==> src/rtl/corefifo_pkg.sv <==
// Shared CoreFIFO constants and Gray/binary helpers.
// Used by both the write-side and read-side pointer controllers.
package corefifo_pkg;

    localparam int CF_ADDRWIDTH = 3;
    localparam int CF_DEPTH     = 2 ** CF_ADDRWIDTH;
    localparam int CF_PTR_W     = CF_ADDRWIDTH + 1;
    localparam int CF_AFULL_VAL = 6;

    // Width-agnostic: callers zero-extend into 32 bits and truncate the result.
    function automatic logic [31:0] bin2gray(input logic [31:0] b);
        return b ^ (b >> 1);
    endfunction

    function automatic logic [31:0] gray2bin(input logic [31:0] g);
        logic [31:0] b;
        b[31] = g[31];
        for (int i = 30; i >= 0; i--) begin
            b[i] = b[i+1] ^ g[i];
        end
        return b;
    endfunction

endpackage

==> src/rtl/corefifo_wr_ptr_ctrl_if.sv <==
// Write-side pointer link: producer request, synced read pointer,
// and the RAM-enable / pointer / flag outputs of the controller.
interface corefifo_wr_ptr_ctrl_if #(
    parameter int ADDRWIDTH = 3
);

    logic                 we;
    logic [ADDRWIDTH:0]   rd_ptr_gray_sync;
    logic                 wen_mem;
    logic [ADDRWIDTH-1:0] waddr;
    logic [ADDRWIDTH:0]   wr_ptr_gray;
    logic                 full;
    logic                 afull;
    logic [ADDRWIDTH:0]   wr_cnt;
    logic                 overflow;

    modport master (
        output we,
        output rd_ptr_gray_sync,
        input  wen_mem,
        input  waddr,
        input  wr_ptr_gray,
        input  full,
        input  afull,
        input  wr_cnt,
        input  overflow
    );

    modport slave (
        input  we,
        input  rd_ptr_gray_sync,
        output wen_mem,
        output waddr,
        output wr_ptr_gray,
        output full,
        output afull,
        output wr_cnt,
        output overflow
    );

endinterface

==> src/rtl/corefifo_gray2bin.sv <==
// Combinational Gray-to-binary converter: bit i is the XOR of all
// Gray bits from the MSB down to i.
module corefifo_gray2bin #(
    parameter int W = 4
) (
    input  logic [W-1:0] gray_i,
    output logic [W-1:0] bin_o
);

    for (genvar i = 0; i < W; i++) begin : g_bit
        assign bin_o[i] = ^gray_i[W-1:i];
    end

endmodule

==> src/rtl/corefifo_wr_ptr_ctrl.sv <==
// CoreFIFO write-side pointer controller: qualifies RAM writes, owns the
// write pointer, publishes it in Gray, and derives full/afull/count.
module corefifo_wr_ptr_ctrl
    import corefifo_pkg::*;
#(
    parameter int ADDRWIDTH = CF_ADDRWIDTH,
    parameter int AFULL_VAL = CF_AFULL_VAL
) (
    input  logic                   clk,
    input  logic                   rst,
    corefifo_wr_ptr_ctrl_if.slave  wif
);

    localparam int PW    = ADDRWIDTH + 1;
    localparam int DEPTH = 2 ** ADDRWIDTH;

    localparam logic [PW-1:0] DEPTH_P = PW'(DEPTH);
    localparam logic [PW-1:0] AFULL_P = PW'(AFULL_VAL);

    logic [PW-1:0] wr_bin_q;
    logic [PW-1:0] wr_bin_d;
    logic [PW-1:0] wr_gray_q;
    logic [PW-1:0] wr_gray_d;
    logic [PW-1:0] cnt_q;
    logic [PW-1:0] cnt_d;
    logic [PW-1:0] rd_bin;
    logic          full_q;
    logic          full_d;
    logic          afull_q;
    logic          afull_d;
    logic          ovf_q;
    logic          ovf_d;
    logic          acc;

    corefifo_gray2bin #(
        .W (PW)
    ) u_rd_g2b (
        .gray_i (wif.rd_ptr_gray_sync),
        .bin_o  (rd_bin)
    );

    // Full is the registered flag, so a write seen while full is blocked
    // even if the read pointer frees space in that same cycle.
    always_comb begin
        acc       = wif.we & ~full_q;
        wr_bin_d  = wr_bin_q + PW'(acc);
        wr_gray_d = PW'(bin2gray(32'(wr_bin_d)));
        cnt_d     = wr_bin_d - rd_bin;
        full_d    = (cnt_d == DEPTH_P);
        afull_d   = (cnt_d >= AFULL_P);
        ovf_d     = wif.we & full_q;
    end

    always_ff @(posedge clk) begin
        if (rst) begin
            wr_bin_q  <= '0;
            wr_gray_q <= '0;
            cnt_q     <= '0;
            full_q    <= 1'b0;
            afull_q   <= 1'b0;
            ovf_q     <= 1'b0;
        end else begin
            wr_bin_q  <= wr_bin_d;
            wr_gray_q <= wr_gray_d;
            cnt_q     <= cnt_d;
            full_q    <= full_d;
            afull_q   <= afull_d;
            ovf_q     <= ovf_d;
        end
    end

    assign wif.wen_mem     = acc;
    assign wif.waddr       = wr_bin_q[ADDRWIDTH-1:0];
    assign wif.wr_ptr_gray = wr_gray_q;
    assign wif.full        = full_q;
    assign wif.afull       = afull_q;
    assign wif.wr_cnt      = cnt_q;
    assign wif.overflow    = ovf_q;

endmodule
==> src/flat_wrapper.sv <==
// flat-port wrapper written by rule: the top's interface ports become plain ports
module corefifo_wr_ptr_ctrl_flat import corefifo_pkg::*;
#(
    parameter int ADDRWIDTH = CF_ADDRWIDTH,
    parameter int AFULL_VAL = CF_AFULL_VAL
)
  (clk, rst, wif_we, wif_rd_ptr_gray_sync, wif_wen_mem, wif_waddr, wif_wr_ptr_gray, wif_full, wif_afull, wif_wr_cnt, wif_overflow);
  corefifo_wr_ptr_ctrl_if #(.ADDRWIDTH(ADDRWIDTH)) wif_i ();
  input  logic clk;
  input  logic rst;
  input wire logic [$bits(wif_i.we)-1:0] wif_we;
  input wire logic [$bits(wif_i.rd_ptr_gray_sync)-1:0] wif_rd_ptr_gray_sync;
  output wire logic [$bits(wif_i.wen_mem)-1:0] wif_wen_mem;
  output wire logic [$bits(wif_i.waddr)-1:0] wif_waddr;
  output wire logic [$bits(wif_i.wr_ptr_gray)-1:0] wif_wr_ptr_gray;
  output wire logic [$bits(wif_i.full)-1:0] wif_full;
  output wire logic [$bits(wif_i.afull)-1:0] wif_afull;
  output wire logic [$bits(wif_i.wr_cnt)-1:0] wif_wr_cnt;
  output wire logic [$bits(wif_i.overflow)-1:0] wif_overflow;
  assign wif_i.we = wif_we;
  assign wif_i.rd_ptr_gray_sync = wif_rd_ptr_gray_sync;
  assign wif_wen_mem = wif_i.wen_mem;
  assign wif_waddr = wif_i.waddr;
  assign wif_wr_ptr_gray = wif_i.wr_ptr_gray;
  assign wif_full = wif_i.full;
  assign wif_afull = wif_i.afull;
  assign wif_wr_cnt = wif_i.wr_cnt;
  assign wif_overflow = wif_i.overflow;
  corefifo_wr_ptr_ctrl #(.ADDRWIDTH(ADDRWIDTH), .AFULL_VAL(AFULL_VAL)) u_core (.clk(clk), .rst(rst), .wif(wif_i));
endmodule
==> config.mk <==
export PLATFORM = sky130hd
export DESIGN_NAME = corefifo_wr_ptr_ctrl_flat
export DESIGN_NICKNAME = d
export VERILOG_FILES = /design/src/rtl/corefifo_pkg.sv /design/src/rtl/corefifo_wr_ptr_ctrl_if.sv /design/src/rtl/corefifo_gray2bin.sv /design/src/rtl/corefifo_wr_ptr_ctrl.sv /design/src/flat_wrapper.sv
export SDC_FILE = /design/constraint.sdc
export NUM_CORES = 1
export LEC_CHECK = 0
export ABC_AREA = 0
export CORE_MARGIN = 2
export CORE_UTILIZATION = 45
export CTS_CLUSTER_DIAMETER = 30
export DETAILED_ROUTE_END_ITERATION = 6
export GPL_TIMING_DRIVEN = 0
export HOLD_SLACK_MARGIN = 0.02
export PLACE_DENSITY = 0.8
export SYNTH_ARGS = -nofsm -noshare
export SYNTH_HDL_FRONTEND = slang
export SYNTH_SLANG_ARGS = --single-unit
export TNS_END_PERCENT = 50
==> constraint.sdc <==
create_clock -name clk -period 6.25 [get_ports clk]
set_input_delay 0.9375 -clock clk [delete_from_list [all_inputs] [get_ports clk]]
set_output_delay 0.9375 -clock clk [all_outputs]
set_load 0.02 [all_outputs]
==> out/results.tsv, run 1 <==
metric	value	unit
cp-start-kind	input port	
initial_utilization	0.481	
power_density	316	nW/µm²
synth-adder-area-share	0.134	
dpl-instance-area	847	µm²
drv_cap	0	
hp-class	reg2reg	
worst_slack	3100	ps
switching_share	0.316	
power	0.279	mW
synth_xor_xnor_area_share	0.164	
h-tree-depth	1	
ir_drop	0.156	mV
yosys.area.top_type	dfxtp_1	
status	completed	
post-place-cells	97	
pwr-share-comb	0.386	
die_height	41.1	µm
clkSlewWorstSetupHoldPaths	80	ps
cp_data_required_time	6430	ps
critPathKind	in2reg	
rows	13	
cp_slowest_cell	clkdlybuf4s50_1	
clk_latency	270	ps
drt_iter0_markers	4	
synth-compound-area-share	0.0668	
ys_ff_latch	14	
p_leak	0.383	nW
overflow	0	
drtAntennaViolNets	0	
clock_skew	10.4	ps
p_switching	0.0881	mW
syn_to_final_growth	42.9	%
cts_tree	built	
slew_viol_final	0	
dieArea	1690	µm²
synth_nets	74	
worstMarginPinSlew	417	ps
layout-drive-gt1-share	0.0698	
vias	506	
fin_crit_sh	0.505	
min_period	3150	ps
dp_hpwl	949	µm
synth_area	618	µm²
num_antenna_cells	0	
setup_viol	0	
final_util	0.687	
synth.avg_cell_area	10.1	µm²
max_freq	317	MHz
clockPowerShare	0.228	
grt_first_pass_wirelength	2030	µm
grt_pass1_vias	460	
dieWidth	41.1	µm
cpPeakStageDelay	470	ps
maxSlewHeadroom	0.722	
path_max_fanout	3	
worstPathCellList	clkdlybuf4s50_1 > xnor2_1 > xor2_1 > xnor2_1 > ha_1 > fa_1 > xor2_1 > or2_2 > a31oi_1	
r2r_slack	3980	ps
seq_power_share	0.386	
antenna_found_initial	0	
grt_use_total	0.189	
route.detailed.drc	0	
yosys_warnings	0	
synth-seq-area-share	0.453	
post-place-ws	2850	ps
finalSetupTns	0	ps
fill_cells	116	
synth_top_family_by_area	XOR/XNOR gates	
routed_wl	1180	µm
fin_hold_ws	454	ps
finish.instance_area	883	µm²
firstDrtPassIters	4	
p_int	0.191	mW
yosysTopAreaCellShare	0.453	
post_cts_buffers	0	
hold_violations	0	
cts_resized	0	
netlist_instances	61	
fin_nets	100	
drt-vias-per-instance	5.01	
synthSimpleGateAreaFrac	0.152	
io_pins	22	
core-area	1280	µm²
wl_per_cell	11.7	µm
synth_cell_types	20	
arrival	3340	ps
ys_top_cells_by_area	dfxtp_1 45%, ha_1 10%, xnor2_1 7.1%	
cts_num_sinks	14	
cts_max_path_buffers	2	
numPortBuffers	21	
rsz0062_at_grt	no	
root_buffer	clkbuf_4	
synth_mux_area_frac	0	
cts_hold_repair.buffers	0	
end_kind	flop	
gp_congestion	0.767	
final_cell_count_no_fill	101	
grt_max_degree	11	
numCtsBuffers	3	
## Yosys cell counts, drive strengths merged
cell type	instances
dfxtp	14
nor2	9
ha	5
xnor2	5
inv	4
xor2	4
nor2b	3
a21oi	2
and3	2
nand2	2
nand3	2
a211oi	1
a21o	1
a31oi	1
clkbuf	1
fa	1
nor3	1
o21ai	1
or2	1
xnor3	1
## worst paths after layout
| path | startpoint | to | depth (start not counted) |
|---|---|---|---|
| max | wif_rd_ptr_gray_sync[3] | u_core.wif.afull | 9 |
| min | u_core.wif.full | u_core.wif.overflow | 2 |
| max reg2reg | u_core.wif.full | u_core.wif.afull | 8 |
| min reg2reg | u_core.wif.full | u_core.wif.overflow | 2 |
## logic make-up after synthesis
kind of cell	after synthesis
and+or+nand+nor	20
DFF	14
xor gates and xnor gates	10
AOI/OAI and AO/OA	6
adders and majority gates	6
buffers and inverters	5
## power groups by stage
stage	logic, mW	clock network, mW	registers [mW]
6_report	0.108	0.0637	0.108
5_1_grt	0.119	0.0698	0.109
4_1_cts	0.109	0.0647	0.108
3_5_place_dp	0.107	0	0.110
3_3_place_gp	0.104	0	0.109
2_1_floorplan	0.0471	0	0.128
## critical path: cells and delay by family
kind,cells,cell delay [ps]
compound gates,1,170
fa+ha+maj,2,590
xor+xnor,4,870
buf+inv,1,470
simple gates,1,290
## metal layers
layer	vias up	part of all wire	wire length (µm)	track usage
met3	2	0.057	67	0.0489
met5	-	0	0	0
li1	250	-	-	-
met2	19	0.55	650	0.352
met4	0	0.010	12	0.0750
met1	235	0.38	450	0.197
## flip-flops by register name (all words and copies together), names as in the netlist
signal,cells
u_core.wif.full,1
u_core.wr_bin_q,3
u_core.wif.wr_ptr_gray,4
u_core.wif.wr_cnt,4
u_core.wif.afull,1
u_core.wif.overflow,1
## layout make-up
type | instances | area (µm²) | area share
Clock buffer | 4 | 36.3 | 0.0411
Timing Repair Buffer | 21 | 210 | 0.238
Buffer | 1 | 3.75 | 0.00425
Tap cell | 15 | 18.8 | 0.0212
Multi-Input combinational cell | 42 | 319 | 0.361
Sequential cell | 14 | 280 | 0.317
Inverter | 4 | 15.0 | 0.0170
## cells in the final DEF (no fill, tap or decap)
master / instances
clkdlybuf4s50_1: 21
dfxtp_1: 14
nor2_1: 9
xnor2_1: 5
ha_1: 5
xor2_1: 4
inv_1: 4
nor2b_1: 3
clkbuf_4: 3
nand2_1: 2
and3_1: 2
nand3_1: 2
a21oi_1: 2
clkbuf_1: 1
or2_2: 1
o21ai_0: 1
xnor3_1: 1
a21o_1: 1
a31oi_1: 1
a211oi_2: 1
nor3_1: 1
fa_1: 1
clkbuf_8: 1
(Power assumes the default switching activity.)
==> run 2, diff against run 1 <==
--- a/config.mk
+++ b/config.mk
@@ -7,12 +7,12 @@
 export LEC_CHECK = 0
 export ABC_AREA = 0
 export CORE_MARGIN = 2
-export CORE_UTILIZATION = 45
+export CORE_UTILIZATION = 38
 export CTS_CLUSTER_DIAMETER = 30
 export DETAILED_ROUTE_END_ITERATION = 6
 export GPL_TIMING_DRIVEN = 0
 export HOLD_SLACK_MARGIN = 0.02
-export PLACE_DENSITY = 0.8
+export PLACE_DENSITY = 0.72
 export SYNTH_ARGS = -nofsm -noshare
 export SYNTH_HDL_FRONTEND = slang
 export SYNTH_SLANG_ARGS = --single-unit
==> constraint.sdc (replaced) <==
create_clock -name clk -period 2.6 [get_ports clk]
set_input_delay 0.39 -clock clk [delete_from_list [all_inputs] [get_ports clk]]
set_output_delay 0.39 -clock clk [all_outputs]
set_load 0.02 [all_outputs]
==> run 2 against run 1 <==
Non-clock buffer count grew 1. Hold slack gained 0.65 ps. Register-to-register slack lost 3500 ps. Setup slack lost 3000 ps. Total power grew 130%. Global-route usage shrank 7.4 points. Largest cell class unchanged.
==> out/results.tsv, run 2 (synthesized netlist as in run 1, its figures left out) <==
metric	value	unit	change
fin_nets	101		+1.0%
critPathKind	in2reg		
cp_top_family	XOR/XNOR gates		
worst_slack	142	ps	-2950 ps
drtAntennaViolNets	0		unchanged
ir_drop	0.350	mV	+120%
final_cell_count_no_fill	102		+0.99%
route.detailed.drc	0		unchanged
cp_slowest_cell	clkdlybuf4s50_1		
post-place-ws	-186	ps	-3040 ps
fin_hold_ws	454	ps	+0.652 ps
grt_max_degree	11		unchanged
dieWidth	44.3	µm	+8.0%
final_common_cell	clkdlybuf4s50_1		
reg2reg_from	u_core.wif.full		
post-place-cells	98		+1.0%
end_kind	flop		
startpoint	wif_rd_ptr_gray_sync[3]		
num_antenna_cells	0		unchanged
hp-start	u_core.wif.full		
grt_pass1_vias	404		-12%
setup_viol	0		unchanged
cts_tree	built		
core-area	1520	µm²	+19%
dp_hpwl	837	µm	-12%
crit_buf_inv	1		unchanged
h-tree-depth	1		unchanged
worstMarginPinSlew	457	ps	+39.7 ps
drt-vias-per-instance	4.81		-3.9%
die_height	44.3	µm	+8.0%
p_leak	0.378	nW	-1.3%
vias	491		-3.0%
clock_skew	3.88	ps	-6.54 ps
wl_per_cell	10.3	µm	-12%
max_freq	407	MHz	
root_buffer	clkbuf_4		
gp_congestion	0.784		+2.3%
min_period	2460	ps	
routed_wl	1050	µm	-11%
cts_max_path_buffers	2		unchanged
clk_latency	270	ps	about the same
numCtsBuffers	3		unchanged
rsz0062_at_grt	no		
worstPathCellList	clkdlybuf4s50_1 > xnor2_1 > xor2_1 > xnor2_1 > ha_1 > fa_1 > xor2_1 > or2_2 > a31oi_1		
hold_violations	0		unchanged
cpPeakStageDelay	450	ps	-20 ps
grt_first_pass_wirelength	1590	µm	-21%
mostFrequentLayoutCells	21 x clkdlybuf4s50_1, 14 x dfxtp_1, 9 x nor2_1		
clkSlewWorstSetupHoldPaths	70	ps	about the same
slew_viol_final	0		unchanged
firstDrtPassIters	4		unchanged
layout-drive-gt1-share	0.0930		+0.0233
antenna_found_initial	0		unchanged
drt_iter0_markers	6		+2
path_max_fanout	3		unchanged
cts_num_sinks	14		unchanged
overflow	0		unchanged
maxSlewHeadroom	0.696		-0.0265
hp-class	reg2reg		
grt_util_met3	0.0367		-0.0122
drv_cap	0		unchanged
fill_cells	132		+14%
grt_use_total	0.115		-0.0744
initial_utilization	0.406		-0.0754
numPortBuffers	21		unchanged
cts_hold_repair.buffers	0		unchanged
power	0.643	mW	+130%
cp-start-kind	input port		
dieArea	1970	µm²	+17%
fin_crit_sh	0.945		
grt_use_met2	0.194		-0.157
rows	14		+1
power_density	715	nW/µm²	+130%
gr-usage-met1	0.130		-0.0670
syn_to_final_growth	45.3	%	
cp_data_required_time	2800	ps	-3630 ps
arrival	2660	ps	-680 ps
io_pins	22		unchanged
status	completed		
busiest_layer	met2		
==> run 2: cell types whose count changed in the layout (fill, tap and decap cells not counted), sizes merged <==
| cell | delta |
|---|---|
| buf | +1 |
| clkbuf | -1 |
==> run 2: metal layers <==
metal / wire length, µm / share of wire / vias to the layer above
met5: 0 / 0 / -
met4: 10 / 0.0095 / 0
met3: 57 / 0.054 / 2
met2: 507 / 0.48 / 18
met1: 477 / 0.45 / 219
li1: - / - / 252
==> run 2: final timing paths <==
path                            cells after the start  slack [ps]                   to
worst max register to register                      8         440     u_core.wif.afull
worst min register to register                      2         450  u_core.wif.overflow
worst max-delay path                                9         140     u_core.wif.afull
worst min-delay path                                2         450  u_core.wif.overflow
==> run 2: power by group <==
part / total (mW) / switching (mW) / internal, mW
Combinational: 0.266 / 0.133 / 0.134
Clock: 0.116 / 0.0626 / 0.0536
Sequential: 0.260 / 0.0124 / 0.248
Total: 0.643 / 0.207 / 0.435
==> run 2: per-stage QoR <==
| step | instance area [µm²] | TNS (ps) | util |
|---|---|---|---|
| after floorplan | 618 | 0 | - |
| after global placement | 848 | -322 | 0.557 |
| after detailed placement | 848 | -368 | 0.557 |
| after CTS | 871 | 0 | 0.571 |
| after global routing | 898 | 0 | 0.589 |
| final | 898 | 0 | 0.589 |
==> run 2: cell type report <==
| class | instances | area [µm²] | area share |
|---|---|---|---|
| Multi-Input combinational cell | 42 | 339 | 0.377 |
| Sequential cell | 14 | 280 | 0.312 |
| Timing Repair Buffer | 22 | 218 | 0.242 |
| Clock buffer | 3 | 22.5 | 0.0251 |
| Tap cell | 16 | 20.0 | 0.0223 |
| Inverter | 4 | 15.0 | 0.0167 |
| Buffer | 1 | 3.75 | 0.00418 |
==> run 2: timing repair <==
action	4_1_cts	5_1_grt
resized for setup	0	2
setup endpoints to repair	0	2
buffers inserted	0	1
==> run 2: worst reg2reg max path: stages (launching register included) <==
cell,delay [ps]
dfxtp_1,350
nor2b_1,70
ha_1,240
ha_4,310
inv_1,70
fa_1,440
xor2_1,200
or2_2,290
a31oi_1,120
==> run 3, diff against run 2 <==
--- a/config.mk
+++ b/config.mk
@@ -7,12 +7,12 @@
 export LEC_CHECK = 0
 export ABC_AREA = 0
 export CORE_MARGIN = 2
-export CORE_UTILIZATION = 38
+export CORE_UTILIZATION = 42
 export CTS_CLUSTER_DIAMETER = 30
 export DETAILED_ROUTE_END_ITERATION = 6
 export GPL_TIMING_DRIVEN = 0
 export HOLD_SLACK_MARGIN = 0.02
-export PLACE_DENSITY = 0.72
+export PLACE_DENSITY = 0.76
 export SYNTH_ARGS = -nofsm -noshare
 export SYNTH_HDL_FRONTEND = slang
 export SYNTH_SLANG_ARGS = --single-unit
==> constraint.sdc (replaced) <==
create_clock -name clk -period 2.4 [get_ports clk]
set_input_delay 0.36 -clock clk [delete_from_list [all_inputs] [get_ports clk]]
set_output_delay 0.36 -clock clk [all_outputs]
set_load 0.02 [all_outputs]
==> run 3 against run 2 <==
Global-route usage is 3.9 points higher. Design area is 4.7% higher. Setup slack better by 22 ps.
==> out/results.tsv, run 3 (synthesized netlist as in run 1, its figures left out) <==
metric	value	unit	change
wl_per_cell	12.3	µm	+19%
path_max_fanout	3		unchanged
h-tree-depth	1		unchanged
cp-start-kind	input port		
mostFrequentLayoutCells	18 x clkdlybuf4s50_1, 14 x dfxtp_1, 9 x nor2_1		
critPathKind	in2reg		
syn_to_final_growth	52.2	%	
clkSlewWorstSetupHoldPaths	70	ps	about the same
clk_latency	270	ps	about the same
rows	13		-1
vias	511		+4.1%
hp-class	in2reg		
max_freq	447	MHz	
layout-drive-gt1-share	0.184		+0.0909
firstDrtPassIters	4		unchanged
grt_use_total	0.154		+0.0391
finalSetupTns	0	ps	unchanged
slew_viol_final	0		unchanged
die_height	42.4	µm	-4.4%
setup_viol	0		unchanged
dieWidth	42.4	µm	-4.4%
power	0.711	mW	+11%
hold_violations	0		unchanged
routed_wl	1250	µm	+19%
initial_utilization	0.463		+0.0578
dieArea	1790	µm²	-8.7%
grt_pass1_vias	491		+22%
end_kind	flop		
drt_iter0_markers	9		+3
num_antenna_cells	0		unchanged
cts_max_path_buffers	2		unchanged
grt_first_pass_wirelength	2070	µm	+30%
numCtsBuffers	3		unchanged
post-place-cells	97		-1.0%
final_common_cell	clkdlybuf4s50_1		
cts_tree	built		
drtAntennaViolNets	0		unchanged
ir_drop	0.349	mV	-0.19%
core-area	1330	µm²	-12%
final_cell_count_no_fill	102		unchanged
numPortBuffers	21		unchanged
clock_skew	5.72	ps	+1.85 ps
status	completed		
io_pins	22		unchanged
power_density	756	nW/µm²	+5.7%
root_buffer	clkbuf_4		
final_util	0.705		+0.116
drv_cap	0		unchanged
antenna_found_initial	0		unchanged
p_leak	0.407	nW	+7.8%
fin_hold_ws	352	ps	-102 ps
min_period	2240	ps	
gp_congestion	0.756		-3.6%
cts_hold_repair.buffers	0		unchanged
maxSlewHeadroom	0.710		+0.0140
arrival	2430	ps	-230 ps
worstMarginPinSlew	436	ps	-21.0 ps
overflow	0		unchanged
cp_data_required_time	2590	ps	-210 ps
cts_num_sinks	14		unchanged
rsz0062_at_grt	no		
fin_nets	102		+0.99%
dp_hpwl	933	µm	+11%
drt-vias-per-instance	5.01		+4.1%
grt_max_degree	11		unchanged
fin_crit_sh	0.931		
route.detailed.drc	0		unchanged
run 3: cell count changes in the layout (fill, tap and decap cells not counted), moves of 2 or more:
cell and delta:
clkdlybuf4s50_1 -3, dlymetal6s2s_1 +2, ha_1 -2, ha_2 +2, xor2_1 -2, xor2_2 +2
run 3: worst paths after layout:
path	depth (start not counted)	to	slack [ps]	startpoint
worst min register to register	2	u_core.wif.overflow	460	u_core.wif.full
worst max-delay path	9	u_core.wif.afull	160	wif_rd_ptr_gray_sync[3]
worst max register to register	8	u_core.wif.afull	290	u_core.wif.full
worst min-delay path	3	u_core.wif.overflow	350	wif_we
run 3: final cells by class:
class | instances | area [µm²]
inverters | 4 | 15.0
multi-input cells | 42 | 372
plain buffers | 1 | 3.75
fillers | 102 | 393
repair buffers | 23 | 229
clock buffers | 3 | 22.5
flip-flops and latches | 14 | 280
well taps | 15 | 18.8
run 3: through the flow:
step	instance area [µm²]	setup WS, ps
final	941	165
after floorplan	618	54.6
after detailed placement	847	-403
after global placement	847	-359
after CTS	906	38.3
after global routing	941	49.3
run 3: layer usage:
layer  GRT usage  share of wire
met1       0.175           0.40
met2       0.283           0.53
met3           0          0.046
met4      0.0938          0.017
met5           0              0
run 3: worst max-delay path, cell delays in order:
cell	delay [ps]
dlygate4sd2_1	290
xnor2_2	260
xor2_2	200
xnor2_1	90
ha_2	190
fa_2	400
xor2_2	190
or2_2	280
a31oi_1	150
run 3: power by group:
group	internal, mW	leakage, nW	total (mW)	switching, mW
Sequential	0.269	0.115	0.283	0.0139
Clock	0.0580	0.0138	0.123	0.0653
Combinational	0.156	0.278	0.306	0.150
Total	0.482	0.407	0.711	0.229
run 3: what timing repair did:
item	4_1_cts	5_1_grt
buffers inserted	1	1
pin swaps	2	4
resized for setup	5	8
setup endpoints to repair	2	3
hold endpoints to repair	0	0
